===== config.mk =====
export PLATFORM = sky130hd
export DESIGN_NAME = udp_sched
export DESIGN_NICKNAME = d
export VERILOG_FILES = /design/src/rtl/udp_sched.sv
export SDC_FILE = /design/constraint.sdc
export NUM_CORES = 1
export LEC_CHECK = 0
export BUFFER_PORTS_ARGS = -buffer_cell sky130_fd_sc_hd__buf_2
export CAP_MARGIN = 20
export CELL_PAD_IN_SITES_DETAIL_PLACEMENT = 0
export CELL_PAD_IN_SITES_GLOBAL_PLACEMENT = 1
export CORE_MARGIN = 2
export CORE_UTILIZATION = 25
export CTS_CLUSTER_SIZE = 40
export DETAILED_ROUTE_END_ITERATION = 10
export PLACE_DENSITY = 0.46
export SLEW_MARGIN = 20
export SYNTH_ARGS = -nofsm -noshare
export SYNTH_HDL_FRONTEND = slang
export SYNTH_SLANG_ARGS = --single-unit

===== constraint.sdc =====
create_clock -name clk -period 2.4 [get_ports clk]
set_input_delay 0.72 -clock clk [delete_from_list [all_inputs] [get_ports clk]]
set_output_delay 0.72 -clock clk [all_outputs]
set_load 0.05 [all_outputs]

===== src/rtl/udp_sched.sv =====
// udp_sched: grants the shared MAC either to RX command handling
// (mac2fifoc copy, then fifoc2cs parse) or to TX upload (fs_udp_tx).
// It drives all fs/fd handshakes, guards every phase with a watchdog
// and keeps rx/tx/error counters for the LED register view.
//
// Ports
//   clk, rst_n               clock, asynchronous active-low reset
//   fifo_ok                  no FIFO full; new grants only while high
//   fs_udp_rx / fd_udp_rx    MAC command frame available / frame consumed
//   fs_mac2fifoc / fd_...    copy MAC buffer -> fifoc start / done
//   fs_fifoc2cs / fd_...     command parse start / done
//   tx_req, tx_len           upload pending, payload bytes (sampled at grant)
//   fs_udp_tx / fd_udp_tx    UDP transmit start / done
//   udp_tx_len               tx_len latched at grant
//   busy, err                not idle, one-cycle watchdog abort pulse
//   rx_cnt, tx_cnt, err_cnt  completions (wrapping), aborts (saturating)
module udp_sched #(
    parameter int unsigned     TO_W      = 20,
    parameter logic [TO_W-1:0] TO_CYCLES = TO_W'(1000000)
) (
    input  logic        clk,
    input  logic        rst_n,
    input  logic        fifo_ok,
    input  logic        fs_udp_rx,
    output logic        fd_udp_rx,
    output logic        fs_mac2fifoc,
    input  logic        fd_mac2fifoc,
    output logic        fs_fifoc2cs,
    input  logic        fd_fifoc2cs,
    input  logic        tx_req,
    input  logic [11:0] tx_len,
    output logic        fs_udp_tx,
    input  logic        fd_udp_tx,
    output logic [11:0] udp_tx_len,
    output logic        busy,
    output logic        err,
    output logic [7:0]  rx_cnt,
    output logic [7:0]  tx_cnt,
    output logic [7:0]  err_cnt
);

    localparam int unsigned LEN_W = 12;
    localparam int unsigned CNT_W = 8;
    localparam logic [TO_W-1:0] WD_LAST = TO_CYCLES - TO_W'(1);

    typedef enum logic [3:0] {
        ST_IDLE = 4'h8,
        ST_RXCP = 4'h9,
        ST_RXAK = 4'hA,
        ST_RXPS = 4'hB,
        ST_TXST = 4'hC,
        ST_DONE = 4'hD
    } state_e;

    state_e             state_q, state_d;
    logic               last_rx_q, last_rx_d;
    logic [TO_W-1:0]    wd_q, wd_d;

    logic               fd_udp_rx_q, fs_mac2fifoc_q, fs_fifoc2cs_q, fs_udp_tx_q;
    logic               busy_q, err_q;
    logic [LEN_W-1:0]   udp_tx_len_q;
    logic [CNT_W-1:0]   rx_cnt_q, tx_cnt_q, err_cnt_q;

    logic rx_c, tx_c, expire_c, fds_low_c;
    logic abort_c, rx_done_c, tx_done_c, tx_grant_c;

    // Request qualification; a zero-length upload is never eligible.
    assign rx_c      = fs_udp_rx;
    assign tx_c      = tx_req && (tx_len != '0);
    assign expire_c  = (wd_q == WD_LAST);
    assign fds_low_c = !(fd_mac2fifoc || fd_fifoc2cs || fd_udp_tx);

    // Next state; a phase's own done condition is checked before expiry so fd wins a tie.
    always_comb begin
        state_d    = state_q;
        last_rx_d  = last_rx_q;
        abort_c    = 1'b0;
        rx_done_c  = 1'b0;
        tx_done_c  = 1'b0;
        tx_grant_c = 1'b0;
        case (state_q)
            ST_IDLE: begin
                if (fifo_ok) begin
                    // Round robin when both pend: RX unless RX was granted last.
                    if (rx_c && (!tx_c || !last_rx_q)) begin
                        state_d   = ST_RXCP;
                        last_rx_d = 1'b1;
                    end else if (tx_c) begin
                        state_d    = ST_TXST;
                        last_rx_d  = 1'b0;
                        tx_grant_c = 1'b1;
                    end
                end
            end
            ST_RXCP: begin
                if (fd_mac2fifoc) begin
                    state_d = ST_RXAK;
                end else if (expire_c) begin
                    state_d = ST_DONE;
                    abort_c = 1'b1;
                end
            end
            ST_RXAK: begin
                if (!fs_udp_rx) begin
                    state_d = ST_RXPS;
                end else if (expire_c) begin
                    state_d = ST_DONE;
                    abort_c = 1'b1;
                end
            end
            ST_RXPS: begin
                if (fd_fifoc2cs) begin
                    state_d   = ST_DONE;
                    rx_done_c = 1'b1;
                end else if (expire_c) begin
                    state_d = ST_DONE;
                    abort_c = 1'b1;
                end
            end
            ST_TXST: begin
                if (fd_udp_tx) begin
                    state_d   = ST_DONE;
                    tx_done_c = 1'b1;
                end else if (expire_c) begin
                    state_d = ST_DONE;
                    abort_c = 1'b1;
                end
            end
            ST_DONE: begin
                // Wait for every fd to drop; a stuck fd is abandoned on expiry.
                if (fds_low_c) begin
                    state_d = ST_IDLE;
                end else if (expire_c) begin
                    state_d = ST_IDLE;
                    abort_c = 1'b1;
                end
            end
            default: state_d = ST_IDLE;
        endcase

        // Watchdog restarts on every state change and idles at zero.
        if ((state_d != state_q) || (state_q == ST_IDLE)) begin
            wd_d = '0;
        end else begin
            wd_d = wd_q + TO_W'(1);
        end
    end

    // State, watchdog, counters and registered output decodes.
    always_ff @(posedge clk or negedge rst_n) begin
        if (!rst_n) begin
            state_q        <= ST_IDLE;
            last_rx_q      <= 1'b0;
            wd_q           <= '0;
            fd_udp_rx_q    <= 1'b0;
            fs_mac2fifoc_q <= 1'b0;
            fs_fifoc2cs_q  <= 1'b0;
            fs_udp_tx_q    <= 1'b0;
            busy_q         <= 1'b0;
            err_q          <= 1'b0;
            udp_tx_len_q   <= '0;
            rx_cnt_q       <= '0;
            tx_cnt_q       <= '0;
            err_cnt_q      <= '0;
        end else begin
            state_q        <= state_d;
            last_rx_q      <= last_rx_d;
            wd_q           <= wd_d;
            fs_mac2fifoc_q <= (state_q == ST_RXCP);
            fd_udp_rx_q    <= (state_q == ST_RXAK);
            fs_fifoc2cs_q  <= (state_q == ST_RXPS);
            fs_udp_tx_q    <= (state_q == ST_TXST);
            busy_q         <= (state_q != ST_IDLE);
            err_q          <= abort_c;
            if (tx_grant_c) begin
                udp_tx_len_q <= tx_len;
            end
            if (rx_done_c) begin
                rx_cnt_q <= rx_cnt_q + CNT_W'(1);
            end
            if (tx_done_c) begin
                tx_cnt_q <= tx_cnt_q + CNT_W'(1);
            end
            if (abort_c && (err_cnt_q != {CNT_W{1'b1}})) begin
                err_cnt_q <= err_cnt_q + CNT_W'(1);
            end
        end
    end

    assign fd_udp_rx    = fd_udp_rx_q;
    assign fs_mac2fifoc = fs_mac2fifoc_q;
    assign fs_fifoc2cs  = fs_fifoc2cs_q;
    assign fs_udp_tx    = fs_udp_tx_q;
    assign busy         = busy_q;
    assign err          = err_q;
    assign udp_tx_len   = udp_tx_len_q;
    assign rx_cnt       = rx_cnt_q;
    assign tx_cnt       = tx_cnt_q;
    assign err_cnt      = err_cnt_q;

endmodule


==> results of run 1 <==
## cell type report
class	count	area, µm²	area share
Sequential cell	67	1680	0.376
Timing Repair Buffer	96	631	0.141
Clock buffer	9	225	0.0504
Inverter	3	11.3	0.00252
Multi-Input combinational cell	208	1580	0.355
Clock inverter	7	116	0.0261
Tap cell	176	220	0.0493
## worst max path at each step
stage                       startpoint  cells after the start        to
after floorplan                wd_q[8]                      7   wd_q[1]
after global placement    fd_mac2fifoc                      8   wd_q[1]
after detailed placement     tx_len[7]                      9  wd_q[12]
after CTS                      wd_q[8]                      7   wd_q[2]
after global routing           wd_q[8]                      7   wd_q[6]
final                          wd_q[8]                      7   wd_q[2]
## through the flow
step | instances | worst slack (ns) | area [µm²] | hold WS [ns] | TNS, ns
2_1_floorplan | 288 | 0.152 | 3340 | 0.424 | 0
4_1_cts | 565 | 0.00526 | 4460 | 0.332 | 0
3_5_place_dp | 549 | -0.0481 | 4110 | 0.465 | -0.886
6_report | 566 | 0.0232 | 4460 | 0.326 | 0
5_1_grt | 566 | -0.0492 | 4460 | 0.352 | -0.540
3_3_place_gp | 549 | -0.0192 | 4110 | 0.459 | -0.344
## placed cells by master (no fill, tap or decap), types with 2 or more instances in the layout
cell,count
nor3_2,19
and2_2,2
o21ai_0,3
buf_4,30
and3_1,14
nor3_1,5
a31oi_1,2
ha_1,4
nor4_1,5
nand4_1,10
clkbuf_16,9
xor2_1,13
nand2b_1,3
nor2_1,11
mux2_2,14
nand3_1,16
or2b_2,2
nor2b_1,2
nand2_1,19
clkinv_2,2
buf_2,61
buf_12,5
xnor2_1,25
and4_1,3
a21boi_0,2
inv_1,3
a21oi_1,4
o2111ai_1,3
dfrtp_1,66
bufinv_16,3
## registers in the layout (all words and copies together) (netlist names)
register,flops
udp_tx_len,12
busy,1
state_q,4
fd_udp_rx,1
err,1
wd_q,20
fs_fifoc2cs,1
rx_cnt,8
fs_udp_tx,1
last_rx_q,1
fs_mac2fifoc,1
tx_cnt,8
err_cnt,8
## synth_stat cells (3+ instances only)
library cell	count	share of area
and4_1	4	0.010
nand3_1	16	0.024
o2111ai_1	3	0.0079
dfrtp_1	66	0.49
nor4_1	5	0.0094
nor2_1	11	0.012
nor3_2	19	0.057
a21oi_1	4	0.0060
clkbuf_1	4	0.0045
xnor2_1	25	0.066
xor2_1	13	0.034
inv_1	3	0.0034
buf_6	3	0.010
and3_1	14	0.026
mux2_2	14	0.047
nand2_1	19	0.021
o21ai_0	3	0.0045
ha_1	4	0.015
nand4_1	10	0.019
nand2b_1	3	0.0056
nor3_1	5	0.0075
## layer usage
metal / track usage / share of wire
met1: 0.166 / 0.51
met2: 0.167 / 0.43
met3: 0.0309 / 0.041
met4: 0.0426 / 0.016
met5: 0 / 0
## logic make-up (layout without fill, tap and decap cells)
kind of cell	after synthesis	after routing	synth area share
and+or+nand+nor	128	128	0.258
DFF	67	67	0.503
xor gates and xnor gates	39	39	0.105
AOI/OAI and AO/OA	20	20	0.0420
muxes	16	16	0.0536
buffers and inverters	13	115	0.0232
adders and majority gates	4	4	0.0150
other	1	1	0.00112
## power by group through the flow
stage          sequential (mW)  combinational [mW]  clock (mW)
6_report                  1.44                1.73        1.53
5_1_grt                   1.47                1.85        1.63
4_1_cts                   1.44                1.76        1.58
3_5_place_dp              1.46                1.76           0
3_3_place_gp              1.46                1.76           0
2_1_floorplan             1.97               0.720           0
## timing repair
item	in CTS	in global routing
buffers inserted	0	1
gates resized for setup	0	1
hold buffers	0	0
endpoints found under the setup margin	0	21
==> metrics.cfg, run 1 <==
[finish]
diodes=0
drive_above_1_share=0.415
postLayoutCoreUtil=0.340
layout.nets=409
n_fill_cell=1341
area_delta_synth_final_pct=33.8

[critical_path]
critPathSlowestCell=or4b_4
r2r_cells=7
critPathKind=reg -> reg
end_kind=register
path_buf_inv=1
r2r_start=wd_q[8]
rrSetupSlack_ns=0.02
arrival_ns=2.62
crit_family=simple AND/OR/NAND/NOR gates
worstPathCellList=or4_4 -> nor3_4 -> a21oi_2 -> or4b_4 -> xor2_2 -> buf_12 -> nor3_2
critical_path_required_ns=2.65
critPathMaxFanout=20
slowest_delay_ns=0.57
r2r-end=wd_q[2]
critPathLaunchType=register

[timing]
finalCritPeriodShare=0.990
finalSetupViolations=0
drv_slew=0
rsz0062_at_grt=yes
finClkSkew_ns=0.00477
fmax_ghz=0.421
period_needed_ns=2.38
hold_viol=0

[drt]
viasPerCell=4.42
wire_per_inst_um=13.6
drt-total-wl_mm=7.71
remaining_drc_errors=0
num_vias=2501
drt_iter0_markers=92
dr.pass1.iters=4
postRouteAntennaNets=0

[logic_synthesis]
ys_ff_latch=67
syn-cell-area_um2=3340
synth-main-ff-cell=dfrtp_1
syn_nets=312
yosysUniqueCellTypes=55
avgSynthCellArea_um2=11.6
yosys_warnings=0
synth_edf_count=0
synthArstFlopShare=1.00
ys_seq_area_frac=0.503
netlist_instances=288

[clocking]
cts-root-buf=clkbuf_16
clock_latency_ns=0.33
cts_tree=yes
htreeDepth=3
clock-sinks=67
path_clk_slew_ns=0.06
numCtsBuffers=9
cts_max_path_buffers=2

[placement]
gp_congestion=0.755
dp_hpwl_mm=5.68
port_buffers=61

[power_and_ir_drop]
switching_share=0.381
clkPwrFrac=0.325
p_per_area_nw_per_um2=1050
vdd.ir_drop.worst_mv=0.373
p_total_mw=4.70
power.switching_mw=1.79
power.leakage_nw=2.09
comb_power_share=0.369
seq_power_share=0.306
p_int_mw=2.91

[run]
maxCapViolCount=0

[global_routing]
grt_pass1_wl_mm=13.2
grt_pass1_vias=2545
grt_overflow_total=0
antenna_found_initial=0
track_usage=0.116
grt_max_degree=37

[die]
dieWidth_um=120
die_height_um=120
die_area_um2=14300
ios=62
rows=42
initial_core_util=0.254
core_region_area_um2=13100

[status]
outcome=completed

[hold_path]
worstHoldPathType=in -> async

(Power assumes the default switching activity.)
==> run 2, diff against run 1 <==
- CORE_UTILIZATION: 25 -> 39
- PLACE_DENSITY: 0.46 -> 0.71
- clock period: 2.4 -> 1.95 ns (I/O delays scaled with it)
==> metrics.cfg, run 2 (same netlist as run 1, synthesis figures left out) <==
[status]
outcome=finished, violations left
violations=negative setup slack

[drt]
num_vias=2612
wire_per_inst_um=13.7
drt_iter0_markers=110
viasPerCell=4.97
drt-total-wl_mm=7.22
remaining_drc_errors=0
dr.pass1.iters=4
postRouteAntennaNets=0

[global_routing]
grt_pass1_wl_mm=12.0
grt_pass1_vias=2535
antenna_found_initial=0
track_usage=0.168
grt_max_degree=25
grt_overflow_total=0

[critical_path]
arrival_ns=2.59
critical_path_required_ns=2.20
critPathMaxFanout=20
r2r_start=wd_q[10]
critPathKind=reg -> reg
crit_start=wd_q[10]
end_kind=register
critPathLaunchType=register

[die]
ios=62
die_area_um2=9310
dieWidth_um=96.5
rows=33
core_region_area_um2=8260
die_height_um=96.5
initial_core_util=0.404

[power_and_ir_drop]
comb_power_share=0.446
vdd.ir_drop.worst_mv=0.533
switching_share=0.423
seq_power_share=0.354
power.switching_mw=2.13
p_total_mw=5.04
clkPwrFrac=0.200
p_int_mw=2.91
p_per_area_nw_per_um2=1120
power.leakage_nw=2.19

[finish]
top_register=wd_q
most-common-layout-cells=dfrtp_1, buf_2, buf_4
fin_cells=526
largest_reg_flops=20
diodes=0
layout.nets=440
layout_commonest_cell=dfrtp_1
drive_above_1_share=0.485
area_delta_synth_final_pct=34.5

[clocking]
postCtsHoldBufs=0
cts_max_path_buffers=2
clock_latency_ns=0.34
path_clk_slew_ns=0.08
htreeDepth=3
numCtsBuffers=9
cts_tree=yes
clock-sinks=67
cts-root-buf=clkbuf_8

[timing]
finalCritPeriodShare=1.20
worst_pin_slew_ns=0.523
finalSetupViolations=23
fmax_ghz=0.428
hold_viol=0
finalWorstSetupSlack_ns=-0.388
drv_slew=0
period_needed_ns=2.34
finClkSkew_ns=0.0120
relSlewSlack=0.651
rsz0062_at_grt=yes

[placement]
placedCellCount=508
port_buffers=61
dp_hpwl_mm=5.42
gp_congestion=0.821
dp_slack_ns=-0.392

[hold_path]
worstHoldPathType=in -> async

[run]
maxCapViolCount=0

==> run 2: worst paths after layout <==
path / to / slack, ns / cells past startpoint
setup / recovery: wd_q[8] / -0.39 / 7
hold / removal: udp_tx_len[11] / 0.21 / 1
setup reg to reg: wd_q[8] / -0.39 / 7
hold reg to reg: rx_cnt[7] / 0.47 / 1
max in group asynchronous: state_q[0] / 1.20 / 2
min in group clk: rx_cnt[7] / 0.47 / 1
==> run 2: cell type report <==
| class | count | area (µm²) |
|---|---|---|
| inverters | 3 | 11.3 |
| clock inverters | 7 | 45.0 |
| repair buffers | 127 | 858 |
| flip-flops and latches | 67 | 1680 |
| multi-input cells | 208 | 1640 |
| fillers | 770 | 3770 |
| well taps | 105 | 131 |
| clock buffers | 9 | 124 |
==> run 2: worst max-delay path: stages (launching register included) <==
cell	delay [ns]
dfrtp_1	0.41
or4_4	0.53
nor3_4	0.14
a21oi_2	0.08
or4b_4	0.56
xor2_2	0.17
buf_12	0.17
nor3_2	0.18
==> run 2: layer usage <==
layer / global-route usage / share of wire / vias up
li1: - / - / 1290
met1: 0.223 / 0.48 / 1264
met2: 0.267 / 0.46 / 50
met5: 0 / 0 / -
met3: 0.0349 / 0.049 / 8
met4: 0.0704 / 0.014 / 0
==> run 2: power groups by stage <==
stage	Clock (mW)	Combinational, mW	Sequential (mW)
floorplan	0	0.900	2.43
global route	1.12	2.42	1.82
detailed placement	0	2.25	1.80
global placement	0	2.22	1.79
finish	1.01	2.25	1.78
CTS	1.06	2.27	1.78
==> run 2: per-stage QoR <==
stage / setup TNS [ns] / util / hold slack [ns] / instance area, µm²
3_5_place_dp: -11.77 / 0.515 / 0.470 / 4260
2_1_floorplan: -5.91 / - / 0.289 / 3380
4_1_cts: -7.54 / 0.540 / 0.212 / 4460
6_report: -7.34 / 0.543 / 0.209 / 4490
3_3_place_gp: -10.89 / 0.515 / 0.456 / 4260
5_1_grt: -9.81 / 0.543 / 0.236 / 4490
==> run 2: timing repair <==
action,4_1_cts,5_1_grt
setup buffers,1,1
setup endpoints to repair,29,43
cloned,0,0
gates resized for setup,9,5
pin swaps,5,7
==> run 3, diff against run 2 <==
- GPL_TIMING_DRIVEN: not set -> 0
==> metrics.cfg, run 3 (same netlist as run 1, synthesis figures left out) <==
[critical_path]
path_buf_inv=1
critPathLaunchType=register
critPathKind=reg -> reg
end_kind=register
crit_family=simple AND/OR/NAND/NOR gates
critical_path_required_ns=2.20
critPathMaxFanout=10
arrival_ns=2.65
slowest_delay_ns=0.56
critPathSlowestCell=or4b_4
worstPathCellList=or4_4 -> nor3_4 -> a21oi_2 -> or4b_4 -> xor2_2 -> buf_6 -> nor3_2

[placement]
port_buffers=61
dp_slack_ns=-0.499
dpl-instance-area_um2=3840
placedCellCount=455
dp_hpwl_mm=4.77
gp_congestion=0.750

[finish]
post-route-cell-area_um2=4300
top_register=wd_q
fin_cells=489
multiInputGateArea_um2=1660
most-common-layout-cells=dfrtp_1, buf_2, xnor2_1
largest_reg_flops=20
postLayoutCoreUtil=0.520
n_fill_cell=779
layout.nets=403
diodes=0
regArea_um2=1680
area_delta_synth_final_pct=28.7
drive_above_1_share=0.432
layout_commonest_cell=dfrtp_1

[drt]
num_vias=2463
drt-total-wl_mm=6.89
remaining_drc_errors=0
viasPerCell=5.04
postRouteAntennaNets=0
drt_iter0_markers=89
wire_per_inst_um=14.1
dr.pass1.iters=4

[timing]
relSlewSlack=0.391
finalSetupViolations=24
finalWorstSetupSlack_ns=-0.447
worst_pin_slew_ns=0.906
rsz0062_at_grt=yes
finClkSkew_ns=0.0121
finalCritPeriodShare=1.23
drv_slew=0
fmax_ghz=0.417
period_needed_ns=2.40
hold_viol=0

[clocking]
clock_latency_ns=0.34
path_clk_slew_ns=0.08
clock-sinks=67
postCtsHoldBufs=0
cts-root-buf=clkbuf_8
cts_tree=yes
htreeDepth=3
numCtsBuffers=9
cts_max_path_buffers=2

[global_routing]
grt_overflow_total=0
grt_pass1_vias=2307
antenna_found_initial=0
track_usage=0.158
grt_pass1_wl_mm=11.4
grt_max_degree=46

[status]
violations=negative setup slack
outcome=finished, violations left

[die]
rows=33
dieWidth_um=96.5
ios=62
core_region_area_um2=8260
initial_core_util=0.404
die_area_um2=9310
die_height_um=96.5

[power_and_ir_drop]
vdd.ir_drop.worst_mv=0.482
p_per_area_nw_per_um2=1240
power.leakage_nw=2.03

[run]
maxCapViolCount=0

[hold_path]
worstHoldPathType=in -> async

run 3: cell types whose count changed in the layout (fill, tap and decap cells not counted), sizes merged:
cell | previous run | this run
inv | 3 | 4
clkbuf | 9 | 13
bufinv | 0 | 3
clkinvlp | 1 | 0
clkinv | 6 | 3
buf | 127 | 86
run 3: metal layers:
metal	part of all wire	track usage	up-vias
li1	-	-	1212
met1	0.50	0.226	1189
met2	0.44	0.241	52
met3	0.047	0.0326	10
met4	0.013	0.0528	0
met5	0	0	-
run 3: worst paths after layout:
kind                           start    endpoint  slack, ns  depth (start not counted)
setup / recovery             wd_q[8]     wd_q[8]      -0.45                          7
hold / removal                 rst_n         err       0.15                          1
setup reg to reg             wd_q[8]     wd_q[8]      -0.45                          7
hold reg to reg            rx_cnt[7]   rx_cnt[7]       0.47                          1
max in group asynchronous      rst_n  state_q[0]       1.27                          2
min in group clk           rx_cnt[7]   rx_cnt[7]       0.47                          1
run 3: stage by stage:
| step | setup TNS [ns] | power, mW | hold WS [ns] |
|---|---|---|---|
| 3_5_place_dp | -14.65 | 3.80 | 0.458 |
| 3_3_place_gp | -18.13 | 3.77 | 0.457 |
| 6_report | -8.32 | 5.32 | 0.146 |
| 5_1_grt | -11.00 | 5.62 | 0.158 |
| 4_1_cts | -8.41 | 5.35 | 0.139 |
| 2_1_floorplan | -5.91 | 3.33 | 0.289 |
run 3: worst reg2reg max path, cell delays in order, from the launching register on:
cell,delay [ns]
dfrtp_1,0.41
or4_4,0.55
nor3_4,0.17
a21oi_2,0.09
or4b_4,0.56
xor2_2,0.18
buf_6,0.16
nor3_2,0.20
run 3: timing repair:
action,CTS,global route
setup buffers,16,2
hold endpoints to repair,0,0
pin swaps,4,0
gates resized for setup,11,4
setup endpoints to repair,40,43
run 3: cell type report:
type | instances | area share
Clock inverter | 7 | 0.0291
Inverter | 3 | 0.00262
Buffer | 10 | 0.0224
Sequential cell | 67 | 0.391
Clock buffer | 9 | 0.0288
Tap cell | 105 | 0.0306
Multi-Input combinational cell | 208 | 0.386
Timing Repair Buffer | 80 | 0.110
run 3: report_power, final:
group / switching (mW) / leakage [nW] / total (mW) / internal [mW]
clock network: 0.561 / 0.124 / 1.42 / 0.860
registers: 0.157 / 0.897 / 1.78 / 1.62
logic: 1.42 / 1.01 / 2.12 / 0.695
